--- src/rtl/multicycle_ctrl_fsm.sv ---
// Multi-cycle RV32I control sequencer: FETCH/DECODE/EXECUTE/MEM/WB with memory handshakes.
// Optional ILLEGAL_TRAP_EN macro: unknown opcodes enter a sticky TRAP state instead of acting as NOPs.
module multicycle_ctrl_fsm #(
    parameter int MEM_TIMEOUT = 16
) (
    input  logic       clk,
    input  logic       reset,
    input  logic [6:0] op,
    input  logic [2:0] funct3,
    input  logic [6:0] funct7,
    input  logic       btaken,
    input  logic       imem_ready,
    input  logic       dmem_ready,
    output logic       imem_req,
    output logic       ir_en,
    output logic       pc_en,
    output logic [1:0] pc_src,
    output logic       dmem_req,
    output logic       dataMem_wr_en,
    output logic       regFile_wr_en,
    output logic       AluSrcMuxSel,
    output logic [2:0] RFWriteDataSrcMuxSel,
    output logic [2:0] extType,
    output logic [3:0] ALUControl,
    output logic       mem_err,
    output logic       illegal_instr
);

    localparam logic [6:0] OP_R  = 7'b0110011;
    localparam logic [6:0] OP_IL = 7'b0000011;
    localparam logic [6:0] OP_I  = 7'b0010011;
    localparam logic [6:0] OP_S  = 7'b0100011;
    localparam logic [6:0] OP_B  = 7'b1100011;
    localparam logic [6:0] OP_U  = 7'b0110111;
    localparam logic [6:0] OP_UA = 7'b0010111;
    localparam logic [6:0] OP_J  = 7'b1101111;
    localparam logic [6:0] OP_JI = 7'b1100111;

    localparam int CW = (MEM_TIMEOUT > 2) ? $clog2(MEM_TIMEOUT) : 1;
    localparam logic [CW-1:0] LAST_WAIT = (MEM_TIMEOUT > 0) ? CW'(MEM_TIMEOUT - 1) : '0;

    typedef enum logic [2:0] {
        S_BOOT,
        S_FETCH,
        S_DECODE,
        S_EXECUTE,
        S_MEM,
        S_WB
`ifdef ILLEGAL_TRAP_EN
        , S_TRAP
`endif
    } state_e;

    typedef enum logic [3:0] {
        C_R, C_IL, C_I, C_S, C_B, C_U, C_UA, C_J, C_JI, C_NONE
    } op_class_e;

    state_e        r_state;
    state_e        w_state_next;
    op_class_e     w_cls;
    logic [CW-1:0] r_wait_cnt;
    logic          w_waiting;
    logic          w_timeout;
    logic          w_unused_f7;

    assign w_unused_f7 = ^{funct7[6], funct7[4:0]};

    always_comb begin
        case (op)
            OP_R:    w_cls = C_R;
            OP_IL:   w_cls = C_IL;
            OP_I:    w_cls = C_I;
            OP_S:    w_cls = C_S;
            OP_B:    w_cls = C_B;
            OP_U:    w_cls = C_U;
            OP_UA:   w_cls = C_UA;
            OP_J:    w_cls = C_J;
            OP_JI:   w_cls = C_JI;
            default: w_cls = C_NONE;
        endcase
    end

    // A wait cycle is a request the addressed memory has not yet satisfied.
    assign w_waiting = ((r_state == S_FETCH) && !imem_ready) ||
                       ((r_state == S_MEM)   && !dmem_ready);
    assign w_timeout = (MEM_TIMEOUT != 0) && w_waiting && (r_wait_cnt == LAST_WAIT);

    // NOTE: sequential state uses non-blocking assignments so every register samples pre-edge values.
    always_ff @(posedge clk or negedge reset) begin
        if (!reset) begin
            r_state <= S_BOOT;
        end else begin
            r_state <= w_state_next;
        end
    end

    always_ff @(posedge clk or negedge reset) begin
        if (!reset) begin
            r_wait_cnt <= '0;
        end else if ((w_state_next != r_state) || w_timeout) begin
            r_wait_cnt <= '0;
        end else if (w_waiting) begin
            r_wait_cnt <= r_wait_cnt + 1'b1;
        end
    end

    always_comb begin
        w_state_next = r_state;
        unique case (r_state)
            S_BOOT:   w_state_next = S_FETCH;
            S_FETCH: begin
                if (imem_ready) begin
                    w_state_next = S_DECODE;
                end else if (w_timeout) begin
                    w_state_next = S_FETCH;
                end
            end
            S_DECODE: w_state_next = S_EXECUTE;
            S_EXECUTE: begin
                case (w_cls)
                    C_IL, C_S: w_state_next = S_MEM;
                    C_B:       w_state_next = S_FETCH;
                    C_R, C_I, C_U, C_UA, C_J, C_JI: w_state_next = S_WB;
                    default: begin
`ifdef ILLEGAL_TRAP_EN
                        w_state_next = S_TRAP;
`else
                        w_state_next = S_FETCH;
`endif
                    end
                endcase
            end
            S_MEM: begin
                if (dmem_ready) begin
                    w_state_next = (w_cls == C_S) ? S_FETCH : S_WB;
                end else if (w_timeout) begin
                    w_state_next = S_FETCH;
                end
            end
            S_WB:     w_state_next = S_FETCH;
`ifdef ILLEGAL_TRAP_EN
            S_TRAP:   w_state_next = S_TRAP;
`endif
            default:  w_state_next = S_BOOT;
        endcase
    end

    // NOTE: every output gets a default before the case so no latch can be inferred.
    always_comb begin
        imem_req             = 1'b0;
        ir_en                = 1'b0;
        pc_en                = 1'b0;
        pc_src               = 2'b00;
        dmem_req             = 1'b0;
        dataMem_wr_en        = 1'b0;
        regFile_wr_en        = 1'b0;
        AluSrcMuxSel         = 1'b0;
        RFWriteDataSrcMuxSel = 3'b000;
        extType              = 3'b000;
        ALUControl           = 4'b0000;
        mem_err              = 1'b0;
        illegal_instr        = 1'b0;

        // Decode fields are held at zero in BOOT so reset shows an all-zero interface.
        if (r_state != S_BOOT) begin
            case (w_cls)
                C_R: ALUControl = {funct7[5], funct3};
                C_IL: begin
                    AluSrcMuxSel         = 1'b1;
                    RFWriteDataSrcMuxSel = 3'b001;
                end
                C_I: begin
                    AluSrcMuxSel = 1'b1;
                    ALUControl   = {(funct3 == 3'b101) ? funct7[5] : 1'b0, funct3};
                end
                C_S: begin
                    AluSrcMuxSel = 1'b1;
                    extType      = 3'b001;
                end
                C_B: begin
                    extType    = 3'b010;
                    ALUControl = {1'b0, funct3};
                end
                C_U: begin
                    RFWriteDataSrcMuxSel = 3'b010;
                    extType              = 3'b011;
                end
                C_UA: begin
                    RFWriteDataSrcMuxSel = 3'b011;
                    extType              = 3'b011;
                end
                C_J: begin
                    RFWriteDataSrcMuxSel = 3'b100;
                    extType              = 3'b100;
                end
                C_JI: begin
                    AluSrcMuxSel         = 1'b1;
                    RFWriteDataSrcMuxSel = 3'b100;
                end
                default: ;
            endcase
        end

        unique case (r_state)
            S_FETCH: begin
                imem_req = 1'b1;
                ir_en    = imem_ready;
                mem_err  = w_timeout;
            end
            S_EXECUTE: begin
                if (w_cls == C_B) begin
                    pc_en  = 1'b1;
                    pc_src = btaken ? 2'b01 : 2'b00;
                end
`ifndef ILLEGAL_TRAP_EN
                if (w_cls == C_NONE) begin
                    pc_en = 1'b1;
                end
`endif
            end
            S_MEM: begin
                dmem_req      = 1'b1;
                dataMem_wr_en = (w_cls == C_S);
                mem_err       = w_timeout;
                pc_en         = dmem_ready && (w_cls == C_S);
            end
            S_WB: begin
                regFile_wr_en = 1'b1;
                pc_en         = 1'b1;
                if (w_cls == C_J) begin
                    pc_src = 2'b01;
                end else if (w_cls == C_JI) begin
                    pc_src = 2'b10;
                end
            end
`ifdef ILLEGAL_TRAP_EN
            S_TRAP:  illegal_instr = 1'b1;
`endif
            default: ;
        endcase
    end

endmodule
--- config.mk ---
export PLATFORM = sky130hd
export DESIGN_NAME = multicycle_ctrl_fsm
export DESIGN_NICKNAME = d
export VERILOG_FILES = /design/src/rtl/multicycle_ctrl_fsm.sv
export SDC_FILE = /design/constraint.sdc
export NUM_CORES = 1
export LEC_CHECK = 0
export CELL_PAD_IN_SITES_DETAIL_PLACEMENT = 1
export CELL_PAD_IN_SITES_GLOBAL_PLACEMENT = 2
export CORE_MARGIN = 2
export CORE_UTILIZATION = 32
export DETAILED_ROUTE_END_ITERATION = 8
export DONT_BUFFER_PORTS = 1
export GPL_TIMING_DRIVEN = 0
export HOLD_SLACK_MARGIN = 0.05
export PLACE_DENSITY_LB_ADDON = 0.08
export SLEW_MARGIN = 0
export SYNTH_ARGS = -nofsm -noshare
export SYNTH_HDL_FRONTEND = slang
export SYNTH_SLANG_ARGS = --single-unit
--- constraint.sdc ---
create_clock -name clk -period 1.4 [get_ports clk]
set_input_delay 0.14 -clock clk [delete_from_list [all_inputs] [get_ports clk]]
set_output_delay 0.14 -clock clk [all_outputs]
set_load 0.005 [all_outputs]
==> results of run 1 <==
metrics by stage:
stage | worst slack (ns) | hold WS, ns | setup TNS, ns | instances | area (µm²)
finish | -0.202 | 0.0713 | -1.99 | 150 | 1200
global route | -0.282 | 0.0883 | -3.22 | 150 | 1200
CTS | -0.204 | 0.0706 | -2.07 | 146 | 1080
detailed placement | -0.0299 | -0.155 | -0.0469 | 132 | 875
global placement | -0.00595 | -0.155 | -0.00733 | 132 | 875
floorplan | 0.101 | -0.156 | 0 | 102 | 837
final cells by class:
| class | instances | area share |
|---|---|---|
| flip-flops and latches | 7 | 0.146 |
| clock inverters | 1 | 0.00418 |
| multi-input cells | 81 | 0.610 |
| inverters | 7 | 0.0219 |
| well taps | 30 | 0.0313 |
| plain buffers | 7 | 0.0626 |
| repair buffers | 14 | 0.105 |
| clock buffers | 3 | 0.0188 |
worst paths after layout:
| check | startpoint | to | slack [ns] |
|---|---|---|---|
| setup / recovery | r_state[1] | dataMem_wr_en | -0.20 |
| hold / removal | imem_ready | r_state[1] | 0.07 |
| setup reg to reg | r_state[1] | r_state[2] | -0.12 |
| hold reg to reg | r_wait_cnt[0] | r_wait_cnt[0] | 0.51 |
| max in group asynchronous | reset | r_wait_cnt[3] | 0.96 |
| min in group asynchronous | reset | r_wait_cnt[1] | 0.21 |
power groups by stage:
stage	sequential, µW	combinational [µW]	clock, µW
detailed placement	270	415	0
global route	279	835	197
CTS	270	612	182
floorplan	264	343	0
finish	272	783	171
global placement	267	411	0
flip-flops by register name, indices dropped and copies added, names as in the netlist:
name,flops
r_wait_cnt,4
r_state,3
synth_stat cells (2+ instances only):
master | count | area share
a211o_1 | 2 | 0.021
a21o_1 | 2 | 0.018
a21oi_1 | 5 | 0.030
a22o_1 | 2 | 0.021
a31oi_1 | 4 | 0.030
and2_1 | 5 | 0.037
and3_1 | 2 | 0.015
buf_4 | 3 | 0.027
buf_6 | 4 | 0.054
dfrtp_1 | 7 | 0.21
inv_1 | 7 | 0.031
nand2_1 | 5 | 0.022
nand2b_1 | 3 | 0.022
nand3_1 | 2 | 0.012
nand4b_1 | 2 | 0.021
nor2_1 | 8 | 0.036
nor2b_1 | 3 | 0.022
nor3_1 | 3 | 0.018
nor3_2 | 3 | 0.036
nor3b_1 | 3 | 0.027
o21ai_1 | 3 | 0.018
or2_1 | 2 | 0.015
cells by family (layout without fill, tap and decap cells):
family | count (synthesis) | after routing
XOR/XNOR | 1 | 1
AND/OR/NAND/NOR | 50 | 50
flip-flops | 7 | 7
buffers and inverters | 14 | 32
other | 1 | 1
AO/OA/AOI/OAI | 28 | 28
adder cells (fa/ha/maj) | 1 | 1
worst reg2reg max path: stages (launching register included):
cell,delay (ns)
dfrtp_1,0.37
buf_6,0.13
buf_4,0.13
buf_6,0.11
nand2b_4,0.14
or2_4,0.26
a31o_1,0.20
o21ai_2,0.12
what timing repair did:
| item | 4_1_cts | 5_1_grt |
|---|---|---|
| pin swaps | 15 | 11 |
| gates cloned | 0 | 0 |
| endpoints found under the setup margin | 16 | 22 |
| setup buffers | 9 | 5 |
| hold endpoints to repair | 7 | 0 |
| hold buffers | 1 | 0 |
| resized for setup | 25 | 19 |
layout by cell type (no fill, tap or decap), types with 3 or more instances in the layout:
master and n:
dfrtp_1 7, nand2_1 5, clkbuf_4 3, buf_4 9, inv_2 3, nor2_1 4, nor2_2 3, inv_1 4
a21oi_1 3, nor3_2 4, buf_6 11, a31oi_1 3, and2_1 3
layer usage:
metal | global-route usage | share of wire
met4 | 0.0732 | 0.012
met2 | 0.304 | 0.53
met3 | 0.0242 | 0.028
met5 | 0 | 0
met1 | 0.194 | 0.42
==> reports/qor.yml, run 1 <==
crit_chain: "buf_6 -> buf_4 -> buf_6 -> nand2b_4 -> or2_4 -> nor2_4"
vias: 814
hold_viol: 0
grt_overflow: 0
start_util: 0.338
status: "finished with violations"
antenna_found_initial: 0
dr.first_iter.drc_count: 7
intPower_uw: 792
finalSetupViolations: 15
r2r_cells: 7
dp_hpwl_mm: 1.71
max_clock_freq_mhz: 624
regArea_um2: 175
min_path_type: "in2reg"
clock_sinks: 7
final_core_util: 0.484
synth_seq_area_share: 0.209
cts_max_level: 1
gp_congestion: 0.651
cts_made_buffers: 3
max-vdd-ir-drop_uv: 682
syn-cell-area_um2: 837
period_share: 1.14
synth_xor_area_frac: 0.0105
grt_pass1_vias: 781
grt_pass1_wl_mm: 3.62
io_pins: 43
root_buffer: "clkbuf_4"
viasPerCell: 5.43
switchingPower_uw: 435
wire_per_inst_um: 16.4
critPathSlowestCell: "dfrtp_1"
core_mm2: 0.00248
n_fill_cell: 290
synthMuxAreaShare: 0
start_kind: "flip-flop"
cp_max_fo: 6
io_buffers: 0
multi_input_area_um2: 731
cp_data_required_time_ns: 1.26
synth_cell_types: 44
wirelength_mm: 2.46
clk_latency_ns: 0.24
die_h_um: 55.1
die_w_um: 55.1
crit_top_cell: "buf_6"
p_total_uw: 1230
crit_buf_inv: 3
first_pass_iters: 4
p_clk_frac: 0.140
clk_path_buf_depth: 2
synth_top_family_by_area: "simple AND/OR/NAND/NOR gates"
p_sw_frac: 0.355
synth_seq_cells: 7
violations: "setup timing"
power_density_mw_per_mm2: 1020
synth_compound_area_frac: 0.265
yosys.area_share.simple: 0.384
dieArea_mm2: 0.00304
area.growth.synth_to_final_pct: 43.2
min_path_cells: 2
synth_warnings: 0
layout_min_cycle_time_ns: 1.60
drive_gt1_frac: 0.550
synth_cells: 102
critical_path_class: "reg2out"
num_rows: 18
clk_pin_slew_ns: 0.05
finalWorstSetupSlack_ns: -0.202
grt_max_degree: 11
total_leakage_power_uw: 0.000480
path_delay_family: "simple AND/OR/NAND/NOR gates"
ys.flop_type: "dfrtp_1"
layout.nets: 144
diodes: 0
drv_cap: 0
ant_nets: 0
clock_skew_ns: 0.00397
maxSlewViolCount: 0
synth_area_per_cell_um2: 8.21
cp-end-kind: "primary output"
rsz0062_at_grt: "true"
synth_nets: 125
synth_enable_flop_cells: 0
ys_async_sr_fraction: 1.00
synthAdderAreaFrac: 0.0149
drc: 0
slowest_delay_ns: 0.37
cp.depth: 6
grtUsageTotal: 0.168
cts_tree: "yes"
p_comb_frac: 0.638
seq_power_share: 0.222
worst_ep_arrival_time_ns: 1.46
Power figures use the tool's default switching activity.
==> inputs of run 2 (changes only) <==
ABC_AREA = 1   (was unset)
CORE_UTILIZATION = 29   (was 32)
==> run 2 against run 1 <==
  * Clock power rose by 14%
  * The run still ends with setup timing left
  * Synthesized area decreased by 6.6%
  * Fmax rose by 4.5%
  * Critical path type unchanged
==> reports/qor.yml, run 2 <==
synth_most_common_cell: "nand2_1"
violations: "setup timing"
synth_nets: 152
ant_nets: 0
crit_buf_inv: 3
drv_cap: 0
cp-end-kind: "primary output"
ys_async_sr_fraction: 1.00
wire_per_inst_um: 14.3
clk_path_buf_depth: 2
gp_congestion: 0.752
viasPerCell: 5.07
synth_cells: 129
synth_top_area_share: 0.224
finalWorstSetupSlack_ns: -0.133
synth_area_per_cell_um2: 6.06
critical_path_class: "reg2out"
drc: 0
status: "finished with violations"
grtUsageTotal: 0.167
hold_viol: 0
rsz0062_at_grt: "true"
synth_enable_flop_cells: 0
clk_pin_slew_ns: 0.06
worst_ep_arrival_time_ns: 1.39
grt_pass1_vias: 895
grt_max_degree: 8
ys.flop_type: "dfrtp_1"
num_rows: 18
crit_chain: "buf_8 -> inv_2 -> nand4_1 -> nand2_2 -> and3_4 -> nand2_4 -> inv_2"
total_leakage_power_uw: 0.000483
final_common_cell: "nor2_1"
start_util: 0.310
critPathSlowestCell: "dfrtp_1"
path_delay_family: "simple AND/OR/NAND/NOR gates"
clock_skew_ns: 0.0127
synth_warnings: 0
dp_slack_ns: -0.184
first_pass_iters: 4
synth_seq_cells: 7
max-vdd-ir-drop_uv: 746
io_buffers: 0
syn-cell-area_um2: 782
root_buffer: "clkbuf_4"
cts_tree: "yes"
n_fill_cell: 331
power_density_mw_per_mm2: 1280
period_share: 1.09
top_regs: "r_wait_cnt x4, r_state x3"
synth_area_leaders: "dfrtp_1, nand2_1, nor2_1, inv_1, nand3_1"
cp_max_fo: 5
synth_common_cells: "nand2_1, nor2_1, inv_1"
clk_latency_ns: 0.26
antenna_found_initial: 0
maxSlewViolCount: 0
regMostFlops: "r_wait_cnt"
hold_slack_ns: 0.210
die_h_um: 55.9
dpl_cell_area_um2: 820
dp_hpwl_mm: 1.87
cp_data_required_time_ns: 1.26
slowest_delay_ns: 0.42
synth_cell_types: 29
grt_pass1_wl_mm: 4.13
wirelength_mm: 2.46
finalSetupViolations: 17
area.growth.synth_to_final_pct: 29.3
dr.first_iter.drc_count: 32
synth_seq_area_share: 0.224
drive_gt1_frac: 0.331
fin_area_mm2: 0.00101
vias: 872
cts_made_buffers: 3
layout_min_cycle_time_ns: 1.53
crit_top_cell: "inv_2"
dieArea_mm2: 0.00313
die_w_um: 55.9
max_clock_freq_mhz: 652
diodes: 0
start_kind: "flip-flop"
io_pins: 43
layout.nets: 166
core_mm2: 0.00252
synth_top_area_cell: "dfrtp_1"
min_path_type: "in2async"
clock_sinks: 7
grt_overflow: 0
cts_max_level: 1
largest_reg_flops: 4
final_cell_mix: "nor2_1, nand2_1, inv_1, nand3_1, inv_2"
run 2: cell types whose count changed in the layout (fill, tap and decap cells not counted), moves of 3 or more:
| cell | delta |
|---|---|
| buf_6 | -10 |
| nand3_1 | +9 |
| inv_1 | +10 |
| and2_1 | -3 |
| nor2_1 | +18 |
| buf_4 | -4 |
| a21oi_1 | +3 |
| nor3_1 | +3 |
| inv_2 | +5 |
| nand3_2 | +4 |
| nand2_2 | +5 |
| nand2_1 | +14 |
| nor3_2 | -3 |
run 2: routing by layer:
metal,vias up,share of wire,global-route usage
met3,5,0.050,0.0349
met5,-,0,0
met1,397,0.47,0.239
met2,31,0.46,0.243
met4,0,0.017,0.0646
li1,439,-,-
run 2: path summary, 6_finish.rpt:
| kind | slack [ns] | to | start | depth (start not counted) |
|---|---|---|---|---|
| max | -0.13 | mem_err | r_state[2] | 7 |
| min | 0.21 | r_wait_cnt[3] | reset | 1 |
| max reg2reg | -0.12 | r_wait_cnt[1] | r_state[2] | 10 |
| min reg2reg | 0.54 | r_wait_cnt[0] | r_wait_cnt[0] | 2 |
| max in group asynchronous | 0.92 | r_state[0] | reset | 1 |
| min in group clk | 0.28 | r_state[2] | dmem_ready | 5 |
run 2: report_power, final:
| group | switching [µW] | total (µW) | internal [µW] | leakage (µW) |
|---|---|---|---|---|
| registers | 88.6 | 356 | 267 | 0.0000894 |
| clock network | 85.8 | 195 | 109 | 0.0000150 |
| logic | 434 | 738 | 303 | 0.000379 |
run 2: layout make-up:
cell class / count / area, µm² / share of cell area
tap: 30 / 37.5 / 0.0371
inverter: 24 / 95.1 / 0.0941
buffer: 3 / 30.0 / 0.0297
clock buffer: 4 / 26.3 / 0.0260
multi-input combinational: 95 / 566 / 0.559
timing repair buffer: 9 / 78.8 / 0.0780
sequential: 7 / 178 / 0.176
run 2: what timing repair did:
action | CTS | global route
gates resized for setup | 20 | 11
setup endpoints to repair | 18 | 20
pin swaps | 3 | 5
buffers inserted | 2 | 2
endpoints found under the hold margin | 9 | 0
cloned | 2 | 0
hold buffers | 3 | 0
run 2: logic make-up (layout without fill, tap and decap cells):
kind of cell               count (synthesis)  in the layout  synth area share
AOI/OAI and AO/OA                         10             10            0.0784
DFF                                        7              7             0.224
xor gates and xnor gates                   2              2            0.0224
other                                      1              1           0.00480
buffers and inverters                     27             40             0.147
and+or+nand+nor                           81             81             0.507
adders and majority gates                  1              1            0.0160
run 2: metrics by stage:
| stage | power (µW) | util | setup TNS, ns | std cells |
|---|---|---|---|---|
| 3_3_place_gp | 821 | 0.325 | -0.438 | 159 |
| 6_report | 1290 | 0.401 | -1.01 | 172 |
| 5_1_grt | 1410 | 0.401 | -2.44 | 172 |
| 3_5_place_dp | 851 | 0.325 | -0.632 | 159 |
| 4_1_cts | 1240 | 0.384 | -1.29 | 170 |
| 2_1_floorplan | 729 | - | 0 | 129 |
